### config.mk
export PLATFORM = sky130hd
export DESIGN_NAME = uart_rx_flat
export DESIGN_NICKNAME = d
export VERILOG_FILES = /design/src/rtl/uart_rx_if.sv /design/src/rtl/uart_rx.sv /design/src/flat_wrapper.sv
export SDC_FILE = /design/constraint.sdc
export NUM_CORES = 1
export LEC_CHECK = 0
export ABC_CLOCK_PERIOD_IN_PS = 2600
export BUFFER_PORTS_ARGS = -buffer_cell sky130_fd_sc_hd__buf_2
export CELL_PAD_IN_SITES_DETAIL_PLACEMENT = 1
export CELL_PAD_IN_SITES_GLOBAL_PLACEMENT = 1
export CORE_MARGIN = 1
export CORE_UTILIZATION = 46
export DETAILED_ROUTE_END_ITERATION = 12
export PLACE_DENSITY = 0.81
export SLEW_MARGIN = 20
export SYNTH_ARGS = -nofsm -noshare
export SYNTH_HDL_FRONTEND = slang
export SYNTH_SLANG_ARGS = --single-unit
### constraint.sdc
create_clock -name clk -period 2.6 [get_ports clk]
set_clock_uncertainty 0.05 [all_clocks]
set_input_delay 0.39 -clock clk [delete_from_list [all_inputs] [get_ports clk]]
set_output_delay 0.39 -clock clk [all_outputs]
set_load 0.005 [all_outputs]
### src/rtl/uart_rx_if.sv
// Byte-side handshake of the UART receiver: the receiver drives data/valid and
// the error pulses, and the consumer drives ready.
interface uart_rx_if;
    logic [7:0] data;
    logic       valid;
    logic       ready;
    logic       frame_err;
    logic       overrun;

    modport master (output data, valid, frame_err, overrun, input ready);
    modport slave  (input data, valid, frame_err, overrun, output ready);
endinterface

### src/rtl/uart_rx.sv
// 8N1 UART receiver: start bit is checked at mid-bit, data is sampled LSB first,
// and bytes are delivered on a valid/ready handshake with overrun/framing pulses.
module uart_rx #(
    parameter int Clock = 50,
    parameter int Baud  = 115200
) (
    input  logic     clk,
    input  logic     rst,
    input  logic     rx,
    uart_rx_if.master bus
);
    localparam int unsigned BIT_CYC  = int'((longint'(Clock) * 64'd1000000) / longint'(Baud));
    localparam int unsigned HALF_CYC = BIT_CYC / 2;
    localparam int unsigned TW       = $clog2(BIT_CYC + 1);
    localparam logic [TW-1:0] BIT_LAST  = TW'(BIT_CYC - 1);
    localparam logic [TW-1:0] HALF_LAST = TW'(HALF_CYC - 1);

    typedef enum logic [2:0] {IDLE, START, DATA, STOP, WAIT_HIGH} state_t;

    state_t        state, state_nxt;
    logic          rx_meta, rxs;
    logic [TW-1:0] timer, timer_nxt;
    logic [2:0]    idx, idx_nxt;
    logic [7:0]    shift, shift_nxt;
    logic          deliver, bad_stop;
    logic [7:0]    data_q;
    logic          valid_q, frame_err_q, overrun_q;

    always_ff @(posedge clk or posedge rst) begin
        if (rst) begin
            rx_meta <= 1'b1;
            rxs     <= 1'b1;
        end else begin
            rx_meta <= rx;
            rxs     <= rx_meta;
        end
    end

    always_ff @(posedge clk or posedge rst) begin
        if (rst) begin
            state <= IDLE;
            timer <= '0;
            idx   <= '0;
            shift <= '0;
        end else begin
            state <= state_nxt;
            timer <= timer_nxt;
            idx   <= idx_nxt;
            shift <= shift_nxt;
        end
    end

    always_comb begin
        state_nxt = state;
        timer_nxt = timer;
        idx_nxt   = idx;
        shift_nxt = shift;
        deliver   = 1'b0;
        bad_stop  = 1'b0;
        case (state)
            IDLE: begin
                if (!rxs) begin
                    state_nxt = START;
                    timer_nxt = '0;
                end
            end
            START: begin
                if (timer == HALF_LAST) begin
                    timer_nxt = '0;
                    if (!rxs) begin
                        state_nxt = DATA;
                        idx_nxt   = '0;
                    end else begin
                        state_nxt = IDLE;
                    end
                end else begin
                    timer_nxt = timer + TW'(1);
                end
            end
            DATA: begin
                if (timer == BIT_LAST) begin
                    timer_nxt      = '0;
                    shift_nxt[idx] = rxs;
                    if (idx == 3'd7) state_nxt = STOP;
                    else             idx_nxt   = idx + 3'd1;
                end else begin
                    timer_nxt = timer + TW'(1);
                end
            end
            STOP: begin
                if (timer == BIT_LAST) begin
                    timer_nxt = '0;
                    if (rxs) begin
                        deliver   = 1'b1;
                        state_nxt = IDLE;
                    end else begin
                        bad_stop  = 1'b1;
                        state_nxt = WAIT_HIGH;
                    end
                end else begin
                    timer_nxt = timer + TW'(1);
                end
            end
            WAIT_HIGH: begin
                if (rxs) state_nxt = IDLE;
            end
            default: state_nxt = IDLE;
        endcase
    end

    // A delivery that coincides with a transfer replaces the byte being consumed.
    always_ff @(posedge clk or posedge rst) begin
        if (rst) begin
            data_q      <= 8'h00;
            valid_q     <= 1'b0;
            frame_err_q <= 1'b0;
            overrun_q   <= 1'b0;
        end else begin
            frame_err_q <= bad_stop;
            overrun_q   <= 1'b0;
            if (deliver) begin
                if (!valid_q || bus.ready) begin
                    data_q  <= shift;
                    valid_q <= 1'b1;
                end else begin
                    overrun_q <= 1'b1;
                end
            end else if (valid_q && bus.ready) begin
                valid_q <= 1'b0;
            end
        end
    end

    assign bus.data      = data_q;
    assign bus.valid     = valid_q;
    assign bus.frame_err = frame_err_q;
    assign bus.overrun   = overrun_q;
endmodule

### src/flat_wrapper.sv
// flat-port wrapper written by rule: the top's interface ports become plain ports
module uart_rx_flat 
#(
    parameter int Clock = 50,
    parameter int Baud  = 115200
)
  (clk, rst, rx, bus_data, bus_valid, bus_frame_err, bus_overrun, bus_ready);
  uart_rx_if bus_i ();
  input  logic clk;
  input  logic rst;
  input  logic rx;
  output wire logic [$bits(bus_i.data)-1:0] bus_data;
  output wire logic [$bits(bus_i.valid)-1:0] bus_valid;
  output wire logic [$bits(bus_i.frame_err)-1:0] bus_frame_err;
  output wire logic [$bits(bus_i.overrun)-1:0] bus_overrun;
  input wire logic [$bits(bus_i.ready)-1:0] bus_ready;
  assign bus_data = bus_i.data;
  assign bus_valid = bus_i.valid;
  assign bus_frame_err = bus_i.frame_err;
  assign bus_overrun = bus_i.overrun;
  assign bus_i.ready = bus_ready;
  uart_rx #(.Clock(Clock), .Baud(Baud)) u_core (.clk(clk), .rst(rst), .rx(rx), .bus(bus_i));
endmodule
==> impl_metrics.env, run 1 <==
export IMPL_wirelength_um=4460
export IMPL_fmax_mhz=419
export IMPL_switching_power_w=0.000227
export IMPL_synth_edf_count=0
export IMPL_htreeDepth=2
export IMPL_cts_resized=0
export IMPL_comb_power_share_pct=1.7
export IMPL_die_area_um2=4260
export IMPL_worstSetupEndpointType="register"
export IMPL_synth_main_ff_cell="dfrtp_1"
export IMPL_numCtsBuffers=5
export IMPL_clock_latency_ps=290
export IMPL_core_um2=3740
export IMPL_ys_warn_count=0
export IMPL_drt_vias_per_instance=6.01
export IMPL_overflow=0
export IMPL_p_leak_nw=0.964
export IMPL_grt_max_degree=16
export IMPL_hold_buffers=0
export IMPL_syn_inst=172
export IMPL_dp_slack_ps=268
export IMPL_rrSetupSlack_ps=220
export IMPL_rsz0062_at_grt="no"
export IMPL_fin_setup_tns_ps=0
export IMPL_power_w=0.00108
export IMPL_grt_pass1_vias=1502
export IMPL_p_seq_share_pct=52.5
export IMPL_peakVddDrop_mv=0.444
export IMPL_ant_nets=0
export IMPL_final_setup_viol_count=0
export IMPL_wire_per_inst_um=18.8
export IMPL_hp_class="input port to async pin"
export IMPL_r2r_start="u_core.idx[1]$_DFFE_PP0P_"
export IMPL_status="finished, final reports clean"
export IMPL_post_cts_repair_setup_buffers=0
export IMPL_dp_hpwl_um=3100
export IMPL_clockRootBuffer="clkbuf_8"
export IMPL_start_util_pct=49.2
export IMPL_synth_cell_types=44
export IMPL_antenna_found_initial=0
export IMPL_grt_use_total_pct=24.4
export IMPL_cts_buffer_depth=2
export IMPL_worst_pin_slew_ps=569
export IMPL_diodes=0
export IMPL_rows=22
export IMPL_ys_seq_area_share_pct=49.0
export IMPL_async_reset_ff_share_pct=100
export IMPL_final_common_cell="dfrtp_1"
export IMPL_pin_count=15
export IMPL_drc=0
export IMPL_fin_crit_sh_pct=91.7
export IMPL_drive_above_1_share_pct=29.1
export IMPL_synth_ff_latch_count=36
export IMPL_cp_start_kind="register"
export IMPL_gp_congestion=0.808
export IMPL_final_nets=197
export IMPL_r2r_end="u_core.idx[0]$_DFFE_PP0P_"
export IMPL_syn_num_nets=181
export IMPL_hold_viol=0
export IMPL_netlist_area_um2=1840
export IMPL_startpoint="u_core.idx[1]$_DFFE_PP0P_"
export IMPL_port_buffers=14
export IMPL_clkPwrFrac_pct=45.7
export IMPL_vias=1424
export IMPL_firstDrtPassIters=5
export IMPL_powerDensity_nw_per_um2=520
export IMPL_cp_required_ps=2730
export IMPL_clk_pin_slew_ps=80
export IMPL_die_h_um=65.3
export IMPL_layout_common_cells="dfrtp_1 (34), nand2_1 (17), mux2_2 (17)"
export IMPL_drtIter0Drc=80
export IMPL_fin_crit_ps=2380
export IMPL_area_growth_pct=12.6
export IMPL_path_max_fanout=10
export IMPL_grt_pass1_wl_um=7530
export IMPL_cp_arrival_ps=2510
export IMPL_reg2reg_depth=6
export IMPL_crit_type="register to register"
export IMPL_swShare_pct=21.1
export IMPL_cts_tree="built"
export IMPL_slew_headroom_pct=61.9
export IMPL_dieWidth_um=65.3
export IMPL_layout_setup_ws_ps=215
export IMPL_avgSynthCellArea_um2=10.7
export IMPL_drv_cap=0
export IMPL_clock_sinks=36
export IMPL_slew_viol_final=0
export IMPL_internal_power_w=0.000851
-- sequential cells by signal, indices dropped and copies added (netlist names) --
signal,count
u_core.shift,8
u_core.state,3
u_core.rx_meta,1
u_core.rxs,1
u_core.bus.valid,1
u_core.bus.data,8
u_core.bus.overrun,1
u_core.bus.frame_err,1
u_core.timer,9
u_core.idx,3
-- synthesized netlist by cell type, types with 2 or more instances --
cell type,n,area (µm²)
nand2b_1,4,25.0
clkbuf_1,7,26.3
nor4_1,3,18.8
nor3b_1,3,22.5
nor3_1,6,30.0
o22ai_1,2,12.5
o21ai_0,8,40.0
nand3b_1,2,15.0
mux2_2,17,191
nor4b_4,2,47.6
nand4_1,2,12.5
inv_1,4,15.0
nor2b_1,2,12.5
dfrtp_1,34,851
o311ai_0,2,17.5
ha_1,5,62.6
nand3_1,5,25.0
a21oi_1,7,35.0
o211ai_1,5,37.5
a21o_1,2,15.0
or3b_2,2,17.5
nor2_1,9,33.8
nand2_1,17,63.8
dfstp_2,2,52.6
-- area by class of cell --
type	instances	area, µm²
clock buffers	5	68.8
clock inverters	3	42.5
fillers	427	1670
inverters	4	15.0
multi-input cells	123	885
flip-flops and latches	36	903
well taps	48	60.1
repair buffers	18	100
-- power groups by stage --
stage               clock network, W  registers, W  logic [W]
floorplan                          0      0.000574  0.0000127
detailed placement                 0      0.000577  0.0000196
global route                0.000522      0.000567  0.0000215
finish                      0.000493      0.000566  0.0000188
global placement                   0      0.000577  0.0000182
CTS                         0.000501      0.000566  0.0000196
-- worst max-delay path, stage by stage (launching register included) --
cell,delay (ps)
dfrtp_1,500
ha_1,250
ha_1,210
or3b_2,440
a21oi_1,240
o311ai_0,250
mux2_2,330
-- cell families (layout without fill, tap and decap cells) --
kind of cell	count (synthesis)	after routing	share of synthesized area (%)
and+or+nand+nor	67	67	22.1
adders and majority gates	5	5	3.40
DFF	36	36	49.0
muxes	17	17	10.4
AOI/OAI and AO/OA	34	34	12.2
buffers and inverters	13	30	2.92
-- per-layer routing --
metal	vias to the layer above	part of all wire, %	global-route usage, %	routed length, µm
met5	-	0	0	0
met4	0	1.7	9.78	74
met3	10	3.6	5.56	159
met2	38	51	41.0	2290
met1	718	43	30.0	1940
li1	658	-	-	-
-- per-stage QoR --
step	hold WS [ps]	utilization [%]	area, µm²	cells
6_report	50.9	55.4	2070	237
5_1_grt	89.8	55.4	2070	237
4_1_cts	69.3	55.4	2070	237
3_5_place_dp	300	52.4	1960	229
3_3_place_gp	298	52.4	1960	229
2_1_floorplan	295	-	1840	172
-- how the worst max path moves through the flow --
stage | endpoint | slack, ps | depth (start not counted)
detailed placement | u_core.idx[0]$_DFFE_PP0P_ | 270 | 6
global placement | u_core.idx[0]$_DFFE_PP0P_ | 350 | 6
floorplan | u_core.bus.data[0]$_DFFE_PP0P_ | 530 | 6
global route | u_core.idx[0]$_DFFE_PP0P_ | 150 | 6
CTS | u_core.idx[0]$_DFFE_PP0P_ | 240 | 6
finish | u_core.idx[0]$_DFFE_PP0P_ | 220 | 6
No activity file was read; power rests on OpenSTA's default activity.
==> inputs of run 2 (changes only) <==
- CORE_MARGIN: 1 -> 4
==> run 2 against run 1 <==
Clock-buffer cell count is 2 higher. Critical path depth unchanged. Die area rose by 19%. Worst hold slack improved by 97 ps. Highest routed layer unchanged.
==> impl_metrics.env, run 2 (synthesized netlist as in run 1, its figures left out) <==
export IMPL_worstSetupEndpointType="register"
export IMPL_gp_congestion=0.826
export IMPL_path_cells="ha_1, ha_1, or3b_2, a21oi_1, o311ai_0, mux2_2"
export IMPL_cp_arrival_ps=2500
export IMPL_final_nets=196
export IMPL_dpl_cell_count=228
export IMPL_ant_nets=0
export IMPL_cts_resized=0
export IMPL_multi_input_area_um2=885
export IMPL_numCtsBuffers=5
export IMPL_fin_cells=236
export IMPL_fmax_mhz=422
export IMPL_fin_crit_sh_pct=91.2
export IMPL_layout_common_cells="dfrtp_1 (34), nand2_1 (17), mux2_2 (17)"
export IMPL_crit_top_cell="ha_1"
export IMPL_dieWidth_um=71.3
export IMPL_cp_required_ps=2720
export IMPL_post_cts_repair_setup_buffers=0
export IMPL_rows=22
export IMPL_final_common_cell="dfrtp_1"
export IMPL_clockRootBuffer="clkbuf_8"
export IMPL_area_growth_pct=11.3
export IMPL_hold_buffers=0
export IMPL_cp_slowest_cell="dfrtp_1"
export IMPL_final_setup_viol_count=0
export IMPL_internal_power_w=0.000782
export IMPL_firstDrtPassIters=4
export IMPL_htreeDepth=2
export IMPL_p_leak_nw=0.949
export IMPL_grt_max_degree=37
export IMPL_grt_pass1_vias=1518
export IMPL_r2r_start="u_core.idx[1]$_DFFE_PP0P_"
export IMPL_swShare_pct=22.3
export IMPL_path_delay_family="flip-flops"
export IMPL_dp_hpwl_um=3050
export IMPL_wire_per_inst_um=18.1
export IMPL_die_h_um=71.3
export IMPL_status="finished, final reports clean"
export IMPL_crit_type="register to register"
export IMPL_antenna_found_initial=0
export IMPL_pin_count=15
export IMPL_cp_start_kind="register"
export IMPL_drc=0
export IMPL_overflow=0
export IMPL_wirelength_um=4280
export IMPL_switching_power_w=0.000224
export IMPL_regMostFlops="u_core.timer"
export IMPL_die_area_um2=5080
export IMPL_powerDensity_nw_per_um2=491
export IMPL_path_max_fanout=10
export IMPL_fin_setup_tns_ps=0
export IMPL_drtIter0Drc=96
export IMPL_drive_above_1_share_pct=28.2
export IMPL_slew_viol_final=0
export IMPL_rsz0062_at_grt="no"
export IMPL_p_seq_share_pct=56.3
export IMPL_peakVddDrop_mv=0.363
export IMPL_port_buffers=14
export IMPL_fin_crit_ps=2370
export IMPL_start_util_pct=48.8
export IMPL_core_um2=3770
export IMPL_seq_area_um2=903
export IMPL_clock_sinks=36
export IMPL_diodes=0
export IMPL_clk_pin_slew_ps=80
export IMPL_worst_pin_slew_ps=586
export IMPL_comb_power_share_pct=1.7
export IMPL_clock_latency_ps=290
export IMPL_cts_tree="built"
export IMPL_fin_hold_ws_ps=148
export IMPL_cts_buffer_depth=2
export IMPL_vias=1415
export IMPL_largest_reg_flops=9
export IMPL_hold_viol=0
export IMPL_slowest_delay_ps=500
export IMPL_slew_headroom_pct=60.8
export IMPL_clkPwrFrac_pct=42.0
export IMPL_fin_util_pct=54.3
export IMPL_hp_class="input port to async pin"
export IMPL_grt_use_total_pct=18.5
export IMPL_startpoint="u_core.idx[1]$_DFFE_PP0P_"
export IMPL_cp_num_buf_inv=0
export IMPL_drt_vias_per_instance=6.00
export IMPL_grt_pass1_wl_um=7450
export IMPL_n_fill_cell=418
export IMPL_drv_cap=0
## run 2: cell count changes in the layout (fill, tap and decap cells not counted), sizes merged
| cell | change |
|---|---|
| bufinv | -1 |
| clkinv | -1 |
| clkbuf | +2 |
| buf | -1 |
## run 2: through the flow
stage          instance area [µm²]  setup WS (ps)  power (W)
3_3_place_gp                  1960            341   0.000594
3_5_place_dp                  1960            280   0.000596
6_report                      2050            228    0.00101
2_1_floorplan                 1840            530   0.000587
4_1_cts                       2050            257    0.00102
5_1_grt                       2050            121    0.00105
## run 2: power groups by stage
stage	logic, W	registers [W]	clock network, W
after floorplan	0.0000127	0.000574	0
after global placement	0.0000172	0.000577	0
after detailed placement	0.0000185	0.000578	0
after CTS	0.0000185	0.000567	0.000432
after global routing	0.0000210	0.000567	0.000462
final	0.0000174	0.000567	0.000422
## run 2: worst min-delay path, stage by stage
cell	delay (ps)
buf_2	90
inv_1	50
buf_4	400
## run 2: layout make-up
class	count	area share, %
Sequential cell	36	44.1
Multi-Input combinational cell	123	43.2
Timing Repair Buffer	17	4.52
Clock buffer	7	4.21
Tap cell	48	2.93
Inverter	4	0.733
Clock inverter	1	0.366
## run 2: final timing paths
check / slack, ps / cells after the start / endpoint
worst max-delay path: 230 / 6 / u_core.idx[0]$_DFFE_PP0P_
worst min-delay path: 150 / 3 / u_core.idx[1]$_DFFE_PP0P_
worst max register to register: 230 / 6 / u_core.idx[0]$_DFFE_PP0P_
worst min register to register: 310 / 0 / u_core.rxs$_DFF_PP1_
max in group asynchronous: 2000 / 3 / u_core.rx_meta$_DFF_PP1_
min in group clk: 150 / 1 / u_core.rx_meta$_DFF_PP1_
## run 2: per-layer routing
layer	GRT usage, %	up-vias	part of all wire (%)
li1	-	657	-
met2	29.4	28	48
met4	6.89	0	2.0
met5	0	-	0
met3	4.91	10	3.5
met1	24.4	720	46
==> inputs of run 3 (changes only) <==
- REMOVE_ABC_BUFFERS: default -> 1
==> run 3 against run 2 <==
Sequential power barely moved. Non-clock buffer count is the same. First-iteration DRC count down 52%. Combinational power about the same. Sequential share of layout area stayed put. Fmax increased by 1.6%. Via count shrank 2.5%. Clock power about the same. Critical path type unchanged. Highest routed layer unchanged.
==> impl_metrics.env, run 3 (synthesized netlist as in run 1, its figures left out) <==
export IMPL_grt_use_total_pct=18.7
export IMPL_cp_num_buf_inv=0
export IMPL_comb_power_share_pct=1.7
export IMPL_fin_crit_sh_pct=89.8
export IMPL_pin_count=15
export IMPL_n_fill_cell=421
export IMPL_cp_arrival_ps=2460
export IMPL_swShare_pct=22.0
export IMPL_cp_start_kind="register"
export IMPL_hold_viol=0
export IMPL_diodes=0
export IMPL_clk_pin_slew_ps=70
export IMPL_dieWidth_um=71.3
export IMPL_fin_crit_ps=2330
export IMPL_final_setup_viol_count=0
export IMPL_powerDensity_nw_per_um2=489
export IMPL_dp_hpwl_um=3130
export IMPL_worst_pin_slew_ps=766
export IMPL_drive_above_1_share_pct=28.2
export IMPL_start_util_pct=48.8
export IMPL_gp_congestion=0.927
export IMPL_area_growth_pct=11.3
export IMPL_slew_viol_final=0
export IMPL_overflow=0
export IMPL_clkPwrFrac_pct=41.8
export IMPL_fmax_mhz=428
export IMPL_cp_slowest_cell="dfrtp_1"
export IMPL_path_cells="ha_1, ha_1, or3b_2, a21oi_1, o311ai_0, mux2_2"
export IMPL_seq_area_um2=903
export IMPL_antenna_found_initial=0
export IMPL_cts_tree="built"
export IMPL_drt_vias_per_instance=5.84
export IMPL_holdPathStages=1
export IMPL_rows=22
export IMPL_peakVddDrop_mv=0.324
export IMPL_cp_required_ps=2730
export IMPL_grt_pass1_wl_um=7350
export IMPL_hp_class="input port to register"
export IMPL_regMostFlops="u_core.timer"
export IMPL_layout_setup_ws_ps=266
export IMPL_die_area_um2=5080
export IMPL_stdcell_area_um2=2050
export IMPL_drv_cap=0
export IMPL_rsz0062_at_grt="no"
export IMPL_place_area_um2=1960
export IMPL_largest_reg_flops=9
export IMPL_clockRootBuffer="clkbuf_8"
export IMPL_core_um2=3770
export IMPL_htreeDepth=2
export IMPL_status="finished, final reports clean"
export IMPL_firstDrtPassIters=4
export IMPL_grt_max_degree=21
export IMPL_cts_resized=0
export IMPL_post_cts_repair_setup_buffers=0
export IMPL_reg2reg_depth=6
export IMPL_die_h_um=71.3
export IMPL_path_max_fanout=10
export IMPL_ant_nets=0
export IMPL_fin_setup_tns_ps=0
export IMPL_layout_common_cells="dfrtp_1 (34), nand2_1 (17), mux2_2 (17)"
export IMPL_p_leak_nw=0.949
export IMPL_clock_latency_ps=290
export IMPL_multi_input_area_um2=885
export IMPL_hold_buffers=0
export IMPL_cts_buffer_depth=2
export IMPL_final_nets=196
export IMPL_path_delay_family="flip-flops"
export IMPL_drc=0
export IMPL_slowest_delay_ps=490
export IMPL_crit_top_cell="ha_1"
export IMPL_wirelength_um=4310
export IMPL_p_seq_share_pct=56.5
export IMPL_slew_headroom_pct=48.9
export IMPL_final_common_cell="dfrtp_1"
export IMPL_clock_sinks=36
export IMPL_cp_depth=6
export IMPL_dp_slack_ps=245
export IMPL_worstSetupEndpointType="register"
export IMPL_grt_pass1_vias=1475
export IMPL_wire_per_inst_um=18.2
export IMPL_crit_type="register to register"
export IMPL_internal_power_w=0.000782
export IMPL_switching_power_w=0.000221
export IMPL_vias=1379
export IMPL_numCtsBuffers=5
export IMPL_port_buffers=14
export IMPL_drtIter0Drc=46
[run 3: cell counts in the layout (fill, tap and decap cells not counted)]
No cell type changed its count.
[run 3: stage by stage]
stage                     power [W]  hold slack, ps  utilization [%]  std cells
after floorplan            0.000587             295                -        163
after global placement     0.000594             296             51.9        228
after detailed placement   0.000595             297             51.9        228
after CTS                   0.00102             136             54.3        236
after global routing        0.00106             135             54.3        236
final                       0.00100             145             54.3        236
[run 3: worst paths after layout]
check | startpoint | to | slack [ps]
min | rx | u_core.rx_meta$_DFF_PP1_ | 140
max reg2reg | u_core.idx[1]$_DFFE_PP0P_ | u_core.idx[0]$_DFFE_PP0P_ | 270
min reg2reg | u_core.rx_meta$_DFF_PP1_ | u_core.rxs$_DFF_PP1_ | 310
min in group asynchronous | rst | u_core.timer[2]$_DFFE_PP0P_ | 180
max in group asynchronous | rst | u_core.shift[0]$_DFFE_PP0P_ | 1610
max | u_core.idx[1]$_DFFE_PP0P_ | u_core.idx[0]$_DFFE_PP0P_ | 270
[run 3: metal layers]
layer	vias to the layer above	share of wire [%]	track usage [%]
met5	-	0	0
li1	656	-	-
met2	20	49	29.6
met3	6	3.2	4.63
met1	697	46	24.8
met4	0	1.5	6.89
[run 3: power by group through the flow]
stage	combinational [W]	clock (W)	sequential [W]
after floorplan	0.0000111	0	0.000575
after global placement	0.0000171	0	0.000577
after detailed placement	0.0000184	0	0.000577
after CTS	0.0000185	0.000436	0.000566
after global routing	0.0000208	0.000473	0.000566
final	0.0000173	0.000419	0.000566
[run 3: cell type report]
cell class	instances	share of cell area, %
Sequential cell	36	44.1
Multi-Input combinational cell	123	43.2
Timing Repair Buffer	17	4.52
Clock buffer	7	4.21
Tap cell	48	2.93
Inverter	4	0.733
Clock inverter	1	0.366
